## src/rtl/turn_sequencer_pkg.sv

```systemverilog
// Shared types and constants for the tic-tac-toe game core: turn sequencer
// state encoding, win-checker verdict codes and game_st ASCII values.
package ttt_pkg;

    typedef enum logic [3:0] {
        START    = 4'd0,
        TURN_X   = 4'd1,
        ERR_X    = 4'd2,
        COMMIT_X = 4'd3,
        CHECK_X  = 4'd4,
        TURN_O   = 4'd5,
        ERR_O    = 4'd6,
        COMMIT_O = 4'd7,
        CHECK_O  = 4'd8,
        WIN_X    = 4'd9,
        WIN_O    = 4'd10,
        CATS     = 4'd11
    } turn_state_t;

    // Win-checker verdict encodings on the result bus
    localparam logic [1:0] WIN_ST_NONE = 2'd0;
    localparam logic [1:0] WIN_ST_CATS = 2'd1;
    localparam logic [1:0] WIN_ST_WINO = 2'd2;
    localparam logic [1:0] WIN_ST_WINX = 2'd3;

    // ASCII status characters shown on game_st
    localparam logic [7:0] ASCII_X    = 8'h58;
    localparam logic [7:0] ASCII_O    = 8'h4F;
    localparam logic [7:0] ASCII_C    = 8'h43;
    localparam logic [7:0] ASCII_E    = 8'h45;
    localparam logic [7:0] ASCII_NONE = 8'h00;

endpackage

```

## src/rtl/turn_sequencer_move_validator.sv

```systemverilog
// Move validator: a selection is legal when exactly one square is selected
// and that square is not already occupied. Purely combinational.
module move_validator (
    input  logic [8:0] sel_pos,
    input  logic [8:0] occ_square,
    output logic       valid
);

    // One-hot selection that does not overlap the occupied squares
    always_comb begin
        valid = $onehot(sel_pos) && ((sel_pos & occ_square) == 9'd0);
    end

endmodule

```

## src/rtl/turn_sequencer.sv

```systemverilog
// Turn sequencer: arbitrates the X/O button pulses, validates the selected
// square, issues a one-cycle board commit and reads back the win checker.
// Optional feature macro: TURN_TIMEOUT_EN (idle turn forfeit after
// TIMEOUT_CYCLES cycles, signalled by a one-cycle timeout pulse).
// Handshake: btn_x/btn_o are single-cycle pulses with no back-pressure; a
// pulse is consumed only in TURN/ERR states and silently dropped elsewhere.
// commit is a one-cycle strobe; commit_pos/commit_x are valid only with it.
module turn_sequencer #(
    parameter int TIMEOUT_CYCLES = 50_000_000
) (
    input  logic       clk,
    input  logic       reset,
    input  logic       btn_x,
    input  logic       btn_o,
    input  logic [8:0] sel_pos,
    input  logic [8:0] occ_square,
    input  logic [1:0] result,
    output logic       commit,
    output logic [8:0] commit_pos,
    output logic       commit_x,
    output logic       turn_x,
    output logic       turn_o,
    output logic [7:0] game_st,
    output logic       timeout
);

    import ttt_pkg::*;

    turn_state_t state_q, state_d;
    logic [8:0]  pos_q, pos_d;
    logic        move_ok;
    logic        expire;

    move_validator u_move_validator (
        .sel_pos    (sel_pos),
        .occ_square (occ_square),
        .valid      (move_ok)
    );

    // State and latched move register
    always_ff @(posedge clk or posedge reset) begin
        if (reset) begin
            state_q <= START;
            pos_q   <= 9'd0;
        end else begin
            state_q <= state_d;
            pos_q   <= pos_d;
        end
    end

    // Next-state: wrong-player press dominates, then own press, then timeout
    always_comb begin
        state_d = state_q;
        pos_d   = pos_q;
        case (state_q)
            START: state_d = TURN_X;
            TURN_X, ERR_X: begin
                if (btn_o) begin
                    state_d = ERR_X;
                end else if (btn_x) begin
                    if (move_ok) begin
                        state_d = COMMIT_X;
                        pos_d   = sel_pos;
                    end else begin
                        state_d = ERR_X;
                    end
                end else if (expire) begin
                    state_d = TURN_O;
                end
            end
            TURN_O, ERR_O: begin
                if (btn_x) begin
                    state_d = ERR_O;
                end else if (btn_o) begin
                    if (move_ok) begin
                        state_d = COMMIT_O;
                        pos_d   = sel_pos;
                    end else begin
                        state_d = ERR_O;
                    end
                end else if (expire) begin
                    state_d = TURN_X;
                end
            end
            COMMIT_X: state_d = CHECK_X;
            COMMIT_O: state_d = CHECK_O;
            CHECK_X, CHECK_O: begin
                case (result)
                    WIN_ST_WINX: state_d = WIN_X;
                    WIN_ST_WINO: state_d = WIN_O;
                    WIN_ST_CATS: state_d = CATS;
                    default:     state_d = (state_q == CHECK_X) ? TURN_O : TURN_X;
                endcase
            end
            WIN_X, WIN_O, CATS: state_d = state_q;
            default: state_d = START;
        endcase
    end

    // Output decode from registered state only
    always_comb begin
        commit     = (state_q == COMMIT_X) || (state_q == COMMIT_O);
        commit_pos = commit ? pos_q : 9'd0;
        commit_x   = (state_q == COMMIT_X);
        turn_x     = (state_q == TURN_X) || (state_q == ERR_X) ||
                     (state_q == COMMIT_X) || (state_q == CHECK_X);
        turn_o     = (state_q == TURN_O) || (state_q == ERR_O) ||
                     (state_q == COMMIT_O) || (state_q == CHECK_O);
        case (state_q)
            WIN_X:        game_st = ASCII_X;
            WIN_O:        game_st = ASCII_O;
            CATS:         game_st = ASCII_C;
            ERR_X, ERR_O: game_st = ASCII_E;
            default:      game_st = ASCII_NONE;
        endcase
    end

`ifdef TURN_TIMEOUT_EN
    localparam int CW = $clog2(TIMEOUT_CYCLES + 1);
    localparam logic [CW-1:0] CNT_LAST = CW'(TIMEOUT_CYCLES - 1);

    logic [CW-1:0] cnt_q, cnt_d;
    logic          timeout_q, timeout_d;
    logic          in_x, in_o;

    // Idle counter and forfeit pulse registers
    always_ff @(posedge clk or posedge reset) begin
        if (reset) begin
            cnt_q     <= '0;
            timeout_q <= 1'b0;
        end else begin
            cnt_q     <= cnt_d;
            timeout_q <= timeout_d;
        end
    end

    // Expiry detect from the current count; independent of the inputs
    always_comb begin
        in_x   = (state_q == TURN_X) || (state_q == ERR_X);
        in_o   = (state_q == TURN_O) || (state_q == ERR_O);
        expire = (in_x || in_o) && (cnt_q == CNT_LAST);
    end

    // Count while the same player keeps the turn (ERR included); any other
    // next state, including a forfeit hand-over, restarts from zero
    always_comb begin
        cnt_d     = '0;
        timeout_d = 1'b0;
        if ((in_x && (state_d == TURN_X || state_d == ERR_X)) ||
            (in_o && (state_d == TURN_O || state_d == ERR_O))) begin
            cnt_d = cnt_q + CW'(1);
        end
        if (expire && ((in_x && state_d == TURN_O) || (in_o && state_d == TURN_X))) begin
            timeout_d = 1'b1;
        end
    end

    assign timeout = timeout_q;
`else
    logic unused_timeout_cfg;

    assign expire             = 1'b0;
    assign timeout            = 1'b0;
    assign unused_timeout_cfg = ^TIMEOUT_CYCLES;
`endif

endmodule

```

## config.mk

```make
export PLATFORM = sky130hd
export DESIGN_NAME = turn_sequencer
export DESIGN_NICKNAME = d
export VERILOG_FILES = /design/src/rtl/turn_sequencer_pkg.sv /design/src/rtl/turn_sequencer_move_validator.sv /design/src/rtl/turn_sequencer.sv
export SDC_FILE = /design/constraint.sdc
export NUM_CORES = 1
export LEC_CHECK = 0
export CORE_MARGIN = 1
export CORE_UTILIZATION = 42
export DETAILED_ROUTE_END_ITERATION = 8
export HOLD_SLACK_MARGIN = 0.06
export PLACE_DENSITY = 0.8
export SLEW_MARGIN = 10
export SYNTH_ARGS = -nofsm -noshare
export SYNTH_HDL_FRONTEND = slang
export SYNTH_SLANG_ARGS = --single-unit
```

## constraint.sdc

```tcl
create_clock -name clk -period 1.91 [get_ports clk]
set_input_delay 0.382 -clock clk [delete_from_list [all_inputs] [get_ports clk]]
set_output_delay 0.382 -clock clk [all_outputs]
set_load 0.005 [all_outputs]
```

==> out/results.txt <==
DRT antenna net count = 0
antenna violations before repair = 0
Hold WC Path Type = in2async
worst r2r src = state_q[2]
area leader, netlist = dfrtp_1
period utilisation layout = 1.68
Final Hold Viols = 0
RSZ-0062 raised after global routing = yes
Clock transition at path regs = 0.09 ns
reg-to-reg setup timing slack = -0.01 ns
DP Area = 1680 µm²
PnR worst setup slack = -1.31 ns
Yosys reg bits = 13
row count = 17
status = finished, violations left
clk root buf = clkbuf_4
WP data arrival = 3.38 ns
Detail Placement HPWL = 2.51 mm
Initial DRT Pass Iterations = 4
final net count = 224
DR vias = 1161
failing checks = setup timing
commonest cells in the netlist = 14 x inv_1, 13 x dfrtp_1, 11 x and3_1, 9 x mux2_2, 7 x ha_1
CP Class = in2reg
final wirelength = 3.99 mm
Tot Pwr = 2.24 mW
Reg2Reg Depth = 6
# IOs = 46
crit start category = primary input
die span in x = 52.5 µm
Syn. warnings = 0
Synth top area share = 0.303
Max VDD drop = 0.00107 V
Post-Syn Area per Cell = 9.49 µm²
initial drt markers = 31
Post-route DRC = 0
Chip Height = 52.5 µm
EDFF count, synth = 0
Synth Flop Type = dfrtp_1
die footprint = 2760 µm²
initial core utilization = 0.462
pwr/cell area = 1130 nW/µm²
Worst Skew = 0.00704 ns
total track usage = 0.294
CTS Sinks = 13
most frequent cell after synthesis = inv_1
static leakage = 0.948 nW
xor and xnor area share after synthesis = 0.00817
worst reg2reg path endpoint = pos_q[2]
largest cells by area after synthesis = dfrtp_1 30%, mux2_2 9.5%, fa_1 9.3%
Max Slew Vio Count = 0
Synth cell types = 32
Layout fillers = 128
post-synthesis cell area = 1070 µm²
max cap viols = 0
Async SR Flop Fraction = 1.00
compound-gate portion of the synthesized area = 0.126
vias in the first global route = 1242
antenna cell count = 0
Longest Clk Path Bufs = 2
mux contribution to synthesized area = 0.104
maximum clock rate = 311 MHz
Design Area, Final = 1980 µm²
simple-gate share of the synthesized area = 0.189
WP data required = 2.08 ns
RePlAce Congestion = 0.833
GRT overflow = 0
Synth Area in Adders = 0.175
Post-Route Utilization = 0.854
area grow syn2layout = 84.6%
Synth Instances = 113
Buffers on Ports = 42
largest family of logic cells by synthesized area = simple AND/OR/NAND/NOR gates
core area = 2320 µm²
# H-tree levels = 1
Final Critical Period = 3.22 ns
CTS buffer count = 3
TritonCTS clock tree = yes
vias per cell = 5.40
Routed wire per std cell = 18.6 µm
Setup-failing EPs final = 20
clk_lat worst skew = 0.29 ns
largest net degree at the start of global routing = 14
crit end category = flop
sequential area share after synthesis = 0.303
global-route wire length before repair = 5.73 mm
worst-path fanout max = 8
share of layout cells above drive strength 1 = 0.503
==> what timing repair did <==
action / CTS / global route
pin swaps: 13 / 8
hold buffers: 0 / 0
gates resized for setup: 102 / 31
buffers inserted: 11 / 6
endpoints found under the setup margin: 29 / 27
cloned: 1 / 0
==> per-stage QoR <==
| stage | setup TNS (ns) | std cells | setup slack, ns | hold WS, ns |
|---|---|---|---|---|
| 2_1_floorplan | -14.28 | 115 | -1.46 | 0.259 |
| 3_3_place_gp | -19.10 | 198 | -1.95 | 0.483 |
| 3_5_place_dp | -20.45 | 198 | -2.10 | 0.489 |
| 4_1_cts | -14.11 | 214 | -1.36 | 0.439 |
| 5_1_grt | -15.39 | 215 | -1.37 | 0.433 |
| 6_report | -14.00 | 215 | -1.31 | 0.416 |
==> how the worst max path moves through the flow <==
stage | startpoint | cells past startpoint | endpoint
finish | sel_pos[7] | 13 | pos_q[2]
global route | sel_pos[6] | 13 | pos_q[2]
CTS | sel_pos[1] | 13 | pos_q[2]
detailed placement | sel_pos[0] | 13 | pos_q[2]
global placement | sel_pos[0] | 13 | pos_q[7]
floorplan | sel_pos[0] | 11 | pos_q[0]
==> layout by cell type, fill, tap and decap left out, types with 2 or more instances in the layout <==
cell and count:
buf_8 2, buf_2 4, clkbuf_2 3, and3_1 5, a21oi_1 5, mux2_4 9
nor2_1 5, buf_6 16, fa_2 3, dfrtp_2 3, inv_1 7, dfrtp_1 10
dlygate4sd2_1 3, clkdlybuf4s15_1 2, nand2_1 2, conb_1 3, clkbuf_4 3, fa_1 2
o22ai_1 2, o21ai_0 3, ha_4 5, ha_1 2, buf_4 26, nor3_1 3
inv_2 7, and3_4 6, clkdlybuf4s50_1 21, a22oi_1 4, a211oi_1 2
==> worst max-delay path, stage by stage <==
cell and delay, ns:
buf_2 0.13, ha_4 0.26, inv_2 0.04, fa_2 0.53
inv_2 0.04, fa_2 0.35, ha_4 0.17, fa_2 0.37
nor4b_4 0.24, nand2_1 0.13, nor4_4 0.20, buf_6 0.21
mux2_4 0.32
==> layer usage <==
metal / vias to the layer above / track usage / share of wire
met2: 59 / 0.568 / 0.54
li1: 536 / - / -
met5: - / 0 / 0
met1: 558 / 0.310 / 0.38
met3: 8 / 0.0580 / 0.060
met4: 0 / 0.101 / 0.022
==> power breakdown <==
group	internal, mW	total, mW	switching [mW]
sequential	0.348	0.474	0.125
clock	0.0812	0.179	0.0979
combinational	0.919	1.58	0.665
total	1.35	2.24	0.888
==> flip-flops by register name (all words and copies together) (netlist names) <==
name     count
pos_q        9
state_q      4
==> cells by family (layout without fill, tap and decap cells) <==
logic type	Yosys count	after routing
AOI/OAI and AO/OA	21	21
xor gates and xnor gates	1	1
adders and majority gates	12	12
buffers and inverters	23	95
DFF	13	13
muxes	10	10
other	1	3
and+or+nand+nor	32	32
==> cell type report <==
| cell class | instances | area (µm²) | share of cell area |
|---|---|---|---|
| Clock buffer | 4 | 26.3 | 0.0133 |
| Timing Repair Buffer | 77 | 697 | 0.352 |
| Tap cell | 28 | 35.0 | 0.0177 |
| Inverter | 14 | 52.6 | 0.0265 |
| Multi-Input combinational cell | 79 | 840 | 0.424 |
| Sequential cell | 13 | 329 | 0.166 |
Power figures use the tool's default switching activity.
